--- src/rtl/sseg_scan_ctrl.sv ---
`default_nettype none
// ============================================================================
// Module  : sseg_scan_ctrl
// Brief   : 4-digit 7-segment scanner, double-buffered digits, dead-time, LZB
// Revision: 1.0
// ============================================================================
module sseg_scan_ctrl #(
  parameter int REFRESH_DIV  = 100000,
  parameter int BLANK_CYCLES = 2
) (
  input  logic       clk,
  input  logic       rst,
  input  logic       wr_en,
  input  logic [1:0] wr_addr,
  input  logic [3:0] wr_data,
  input  logic       wr_dp,
  input  logic       commit,
  input  logic       lz_en,
  output logic [3:0] an,
  output logic [7:0] sseg,
  output logic [1:0] cur_digit,
  output logic       pending,
  output logic       frame_tick
);

  localparam int CNT_MAX = (REFRESH_DIV > BLANK_CYCLES) ? REFRESH_DIV : BLANK_CYCLES;
  localparam int CW      = (CNT_MAX < 2) ? 1 : $clog2(CNT_MAX);
  localparam logic [CW-1:0] C_DRIVE_LAST = CW'(REFRESH_DIV - 1);
  localparam logic [CW-1:0] C_BLANK_LAST = CW'((BLANK_CYCLES > 0) ? BLANK_CYCLES - 1 : 0);

  typedef enum logic [0:0] {
    S_DRIVE = 1'b0,
    S_BLANK = 1'b1
  } state_t;

  state_t          r_state;
  logic [1:0]      r_idx;
  logic [CW-1:0]   r_cnt;
  logic [3:0][3:0] r_shadow;
  logic [3:0][3:0] r_active;
  logic [3:0]      r_sdp;
  logic [3:0]      r_adp;
  logic            r_pending;

  logic            w_boundary;
  logic            w_copy;
  logic [3:0][3:0] w_act;
  logic [3:0]      w_adp;
  logic [3:0]      w_zero_from;
  logic            w_lz;
  logic [6:0]      w_seg;

  function automatic logic [6:0] encode(input logic [3:0] v);
    case (v)
      4'h0: encode = 7'h40;  4'h1: encode = 7'h79;
      4'h2: encode = 7'h24;  4'h3: encode = 7'h30;
      4'h4: encode = 7'h19;  4'h5: encode = 7'h12;
      4'h6: encode = 7'h02;  4'h7: encode = 7'h78;
      4'h8: encode = 7'h00;  4'h9: encode = 7'h10;
      4'hA: encode = 7'h08;  4'hB: encode = 7'h03;
      4'hC: encode = 7'h46;  4'hD: encode = 7'h21;
      4'hE: encode = 7'h06;  default: encode = 7'h0E;
    endcase
  endfunction

  // The frame boundary is the edge that brings digit 0 back after digit 3;
  // the registered cur_digit still holds 3 at that edge.
  assign w_boundary = (r_state == S_DRIVE) && (r_idx == 2'd0) &&
                      (r_cnt == '0) && (cur_digit == 2'd3);
  assign w_copy     = w_boundary && (r_pending || commit);

  // Outputs on the boundary edge already show the freshly copied digits.
  assign w_act = w_copy ? r_shadow : r_active;
  assign w_adp = w_copy ? r_sdp    : r_adp;

  assign w_zero_from[3] = (w_act[3] == 4'd0);
  assign w_zero_from[2] = w_zero_from[3] && (w_act[2] == 4'd0);
  assign w_zero_from[1] = w_zero_from[2] && (w_act[1] == 4'd0);
  assign w_zero_from[0] = w_zero_from[1] && (w_act[0] == 4'd0);

  assign w_lz  = lz_en && (r_idx != 2'd0) && w_zero_from[r_idx];
  assign w_seg = w_lz ? 7'h7F : encode(w_act[r_idx]);

  assign pending = r_pending;

  always_ff @(posedge clk) begin
    if (rst) begin
      r_state    <= S_DRIVE;
      r_idx      <= 2'd0;
      r_cnt      <= '0;
      r_shadow   <= '0;
      r_active   <= '0;
      r_sdp      <= '0;
      r_adp      <= '0;
      r_pending  <= 1'b0;
      an         <= 4'b1111;
      sseg       <= 8'hFF;
      cur_digit  <= 2'd0;
      frame_tick <= 1'b0;
    end else begin
      if (w_copy) begin
        r_active <= r_shadow;
        r_adp    <= r_sdp;
      end
      if (w_boundary)
        r_pending <= 1'b0;
      else if (commit)
        r_pending <= 1'b1;
      if (wr_en) begin
        r_shadow[wr_addr] <= wr_data;
        r_sdp[wr_addr]    <= wr_dp;
      end

      frame_tick <= w_boundary;
      cur_digit  <= r_idx;

      case (r_state)
        S_DRIVE: begin
          an   <= ~(4'b0001 << r_idx);
          sseg <= {~w_adp[r_idx], w_seg};
          if (r_cnt == C_DRIVE_LAST) begin
            r_cnt <= '0;
            if (BLANK_CYCLES == 0)
              r_idx <= r_idx + 2'd1;
            else
              r_state <= S_BLANK;
          end else begin
            r_cnt <= r_cnt + CW'(1);
          end
        end
        default: begin
          an   <= 4'b1111;
          sseg <= 8'hFF;
          if (r_cnt == C_BLANK_LAST) begin
            r_cnt   <= '0;
            r_idx   <= r_idx + 2'd1;
            r_state <= S_DRIVE;
          end else begin
            r_cnt <= r_cnt + CW'(1);
          end
        end
      endcase
    end
  end

endmodule
`default_nettype wire

--- config.mk ---
export PLATFORM = sky130hd
export DESIGN_NAME = sseg_scan_ctrl
export DESIGN_NICKNAME = d
export VERILOG_FILES = /design/src/rtl/sseg_scan_ctrl.sv
export SDC_FILE = /design/constraint.sdc
export NUM_CORES = 1
export LEC_CHECK = 0
export BUFFER_PORTS_ARGS = -buffer_cell sky130_fd_sc_hd__buf_4
export CAP_MARGIN = 0
export CORE_ASPECT_RATIO = 1.1
export CORE_MARGIN = 2
export CORE_UTILIZATION = 60
export DETAILED_ROUTE_END_ITERATION = 8
export GPL_TIMING_DRIVEN = 0
export PLACE_DENSITY = 0.8
export SETUP_SLACK_MARGIN = 0.2
export SLEW_MARGIN = 20
export SYNTH_ARGS = -nofsm -noshare
export SYNTH_HDL_FRONTEND = slang
export SYNTH_SLANG_ARGS = --single-unit
export TNS_END_PERCENT = 50
--- constraint.sdc ---
create_clock -name clk -period 11.34 [get_ports clk]
set_input_delay 1.134 -clock clk [delete_from_list [all_inputs] [get_ports clk]]
set_output_delay 1.134 -clock clk [all_outputs]
set_load 0.005 [all_outputs]
==> results.sh <==
export IMPL_status="finished, final reports clean"
export IMPL_min_to="r_active[12]"
export IMPL_synth_top_cells_by_area="dfxtp_1 (42%), mux2i_1 (8.1%), nor2_1 (6.1%), nand2_1 (5.3%), ha_1 (4.5%)"
export IMPL_async_flop_share=0
export IMPL_finalSetupViolations=0
export IMPL_fin_crit_ps=4410
export IMPL_min_period_over_period=0.389
export IMPL_fmax_ghz=0.227
export IMPL_globalRouteTotalUtil=0.256
export IMPL_netlist_area_um2=3590
export IMPL_crit_fanout=11
export IMPL_placed_area_um2=3890
export IMPL_io_pin_count=28
export IMPL_cts_buffers=9
export IMPL_die_width_um=77.8
export IMPL_vias=2902
export IMPL_drv_cap=0
export IMPL_synth_seq_cells=76
export IMPL_min_delay_start="r_active[12]"
export IMPL_switchingPower_uw=121
export IMPL_slew_viol_final=0
export IMPL_diodes=0
export IMPL_synthTopCellsByCount="dfxtp_1 (76), nor2_1 (58), nand2_1 (51), mux2i_1 (29), a21oi_1 (21)"
export IMPL_intPower_uw=391
export IMPL_cts_buffer_depth=2
export IMPL_via_per_inst=5.78
export IMPL_p_per_area_nw_per_um2=125
export IMPL_first_global_vias=2749
export IMPL_cts_setup_buffers=0
export IMPL_drt_initial_drc_count=275
export IMPL_antenna_found_initial=0
export IMPL_post_synth_top_count_cell="dfxtp_1"
export IMPL_ys_flop_type="dfxtp_1"
export IMPL_clockPowerShare=0.409
export IMPL_rr_startpoint="r_idx[1]"
export IMPL_ant_nets=0
export IMPL_reg2reg_depth=13
export IMPL_dpl_hpwl_um=5720
export IMPL_wl_per_cell_um=15.8
export IMPL_cts_resized=0
export IMPL_holdPathStages=2
export IMPL_p_sw_frac=0.236
export IMPL_drcViolationCount=0
export IMPL_rows=29
export IMPL_drt_total_wl_um=7920
export IMPL_hold_class="flop to flop"
export IMPL_ctsHoldBuffers=0
export IMPL_layout_drive_gt1_share=0.160
export IMPL_relSlewSlack=0.480
export IMPL_yosysTopAreaCell="dfxtp_1"
export IMPL_synth_edff_count=0
export IMPL_critical_path_class="flop to flop"
export IMPL_worstPathArrival_ps=4650
export IMPL_grt_pass1_wl_um=13200
export IMPL_fin_skew_ps=6.27
export IMPL_start_util=0.622
export IMPL_r2r_slack_ps=6930
export IMPL_gr_total_overflow=0
export IMPL_clkLatencyLatePin_ps=350
export IMPL_cts_htree_levels=3
export IMPL_yosys_warnings=0
export IMPL_cp_start_kind="flop"
export IMPL_power_share_combinational=0.052
export IMPL_io_buffers=27
export IMPL_syn_inst=382
export IMPL_synth_top_cell_area_share=0.424
export IMPL_area_delta_synth_final_pct=14.1
export IMPL_worst_setup_path_end_kind="flop"
export IMPL_p_seq_frac=0.539
export IMPL_ys_types=49
export IMPL_irDropWorstVdd_uv=80.7
export IMPL_grt_max_degree=14
export IMPL_root_buffer="clkbuf_8"
export IMPL_tns_ps=0
export IMPL_die_area_um2=6620
export IMPL_worst_pin_slew_ps=772
export IMPL_final_area_um2=4100
export IMPL_final_util=0.710
export IMPL_gp_congestion=0.943
export IMPL_final_nets=445
export IMPL_syn_mean_instance_area_um2=9.40
export IMPL_yosysSeqAreaShare=0.424
export IMPL_synth_nets=407
export IMPL_core_area_um2=5770
export IMPL_power_leakage_uw=0.00171
export IMPL_rsz0062_at_grt="no"
export IMPL_die_h_um=85.1
export IMPL_total_power_uw=512
export IMPL_dr_pass1_iters=4
export IMPL_cts_sinks=76
export IMPL_cp_data_required_time_ps=11580
export IMPL_timing_hold_violations_final=0
export IMPL_r2r_end="sseg[6]"
export IMPL_fin_hold_ws_ps=469
export IMPL_path_clk_slew_ps=80
export IMPL_tritoncts="built"
==> layout by cell type (no fill, tap or decap), types with 7 or more instances in the layout <==
master / netlist / routed
mux4_2: 7 / 7
buf_4: 0 / 27
clkbuf_8: 0 / 10
clkbuf_1: 11 / 11
nand3_1: 9 / 9
nand2_1: 51 / 51
mux2i_1: 29 / 29
inv_1: 8 / 8
o21ai_0: 8 / 8
xor2_1: 11 / 11
nor2_1: 58 / 58
ha_1: 13 / 13
a21oi_1: 21 / 21
dfxtp_1: 76 / 76
==> cell families after synthesis <==
kind of cell,Yosys count,synth area share
muxes,41,0.141
adders and majority gates,13,0.0453
DFF,76,0.424
buffers and inverters,24,0.0275
AOI/OAI and AO/OA,45,0.0809
and+or+nand+nor,166,0.240
xor gates and xnor gates,17,0.0415
==> per-layer routing <==
layer	up-vias	routed length [um]	GRT usage
li1	1409	-	-
met1	1355	3380	0.328
met2	118	3860	0.411
met3	20	485	0.0457
met4	0	205	0.140
met5	-	0	0
==> worst max-delay path: stages (launching register included) <==
cell and delay [ps]:
dfxtp_1 420, inv_1 230, buf_1 580, ha_1 310
and4_1 270, nand3_2 200, or2_4 320, buf_6 150
mux4_2 280, mux2i_1 490, inv_1 180, ha_1 250
mux2_2 270, a221o_1 340
==> how the worst max path moves through the flow <==
stage / end / depth (start not counted) / slack (ps) / start
final: sseg[6] / 13 / 6930 / r_idx[1]
after global routing: sseg[6] / 13 / 6570 / r_idx[1]
after CTS: sseg[6] / 13 / 6910 / r_idx[1]
after detailed placement: sseg[6] / 13 / 6930 / r_idx[1]
after global placement: sseg[6] / 13 / 7050 / r_idx[1]
after floorplan: sseg[6] / 13 / 7690 / r_idx[1]
==> sequential cells by signal, indices dropped and copies added, names as in the netlist <==
signal	count
r_state	1
r_shadow	16
r_cnt	17
r_adp	4
r_idx	2
cur_digit	2
sseg	8
frame_tick	1
r_active	16
an	4
pending	1
r_sdp	4
==> cell type report <==
type | instances | area (um^2)
multi-input combinational | 282 | 1970
clock buffer | 10 | 138
fill | 428 | 1670
inverter | 9 | 33.8
tap | 77 | 96.3
buffer | 15 | 65.1
clock inverter | 6 | 63.8
timing repair buffer | 27 | 203
sequential | 76 | 1520
==> power by group through the flow <==
stage / Combinational [uW] / Sequential, uW / Clock, uW
6_report: 26.8 / 276 / 209
5_1_grt: 29.4 / 277 / 224
4_1_cts: 26.6 / 276 / 212
3_5_place_dp: 26.4 / 282 / 0
3_3_place_gp: 25.7 / 282 / 0
2_1_floorplan: 15.7 / 281 / 0
==> through the flow <==
stage                     worst slack [ps]  std cells
final                                 6930        502
after global routing                  6570        502
after CTS                             6910        502
after detailed placement              6930        486
after global placement                7050        486
after floorplan                       7690        382
Power figures use the tool's default switching activity.
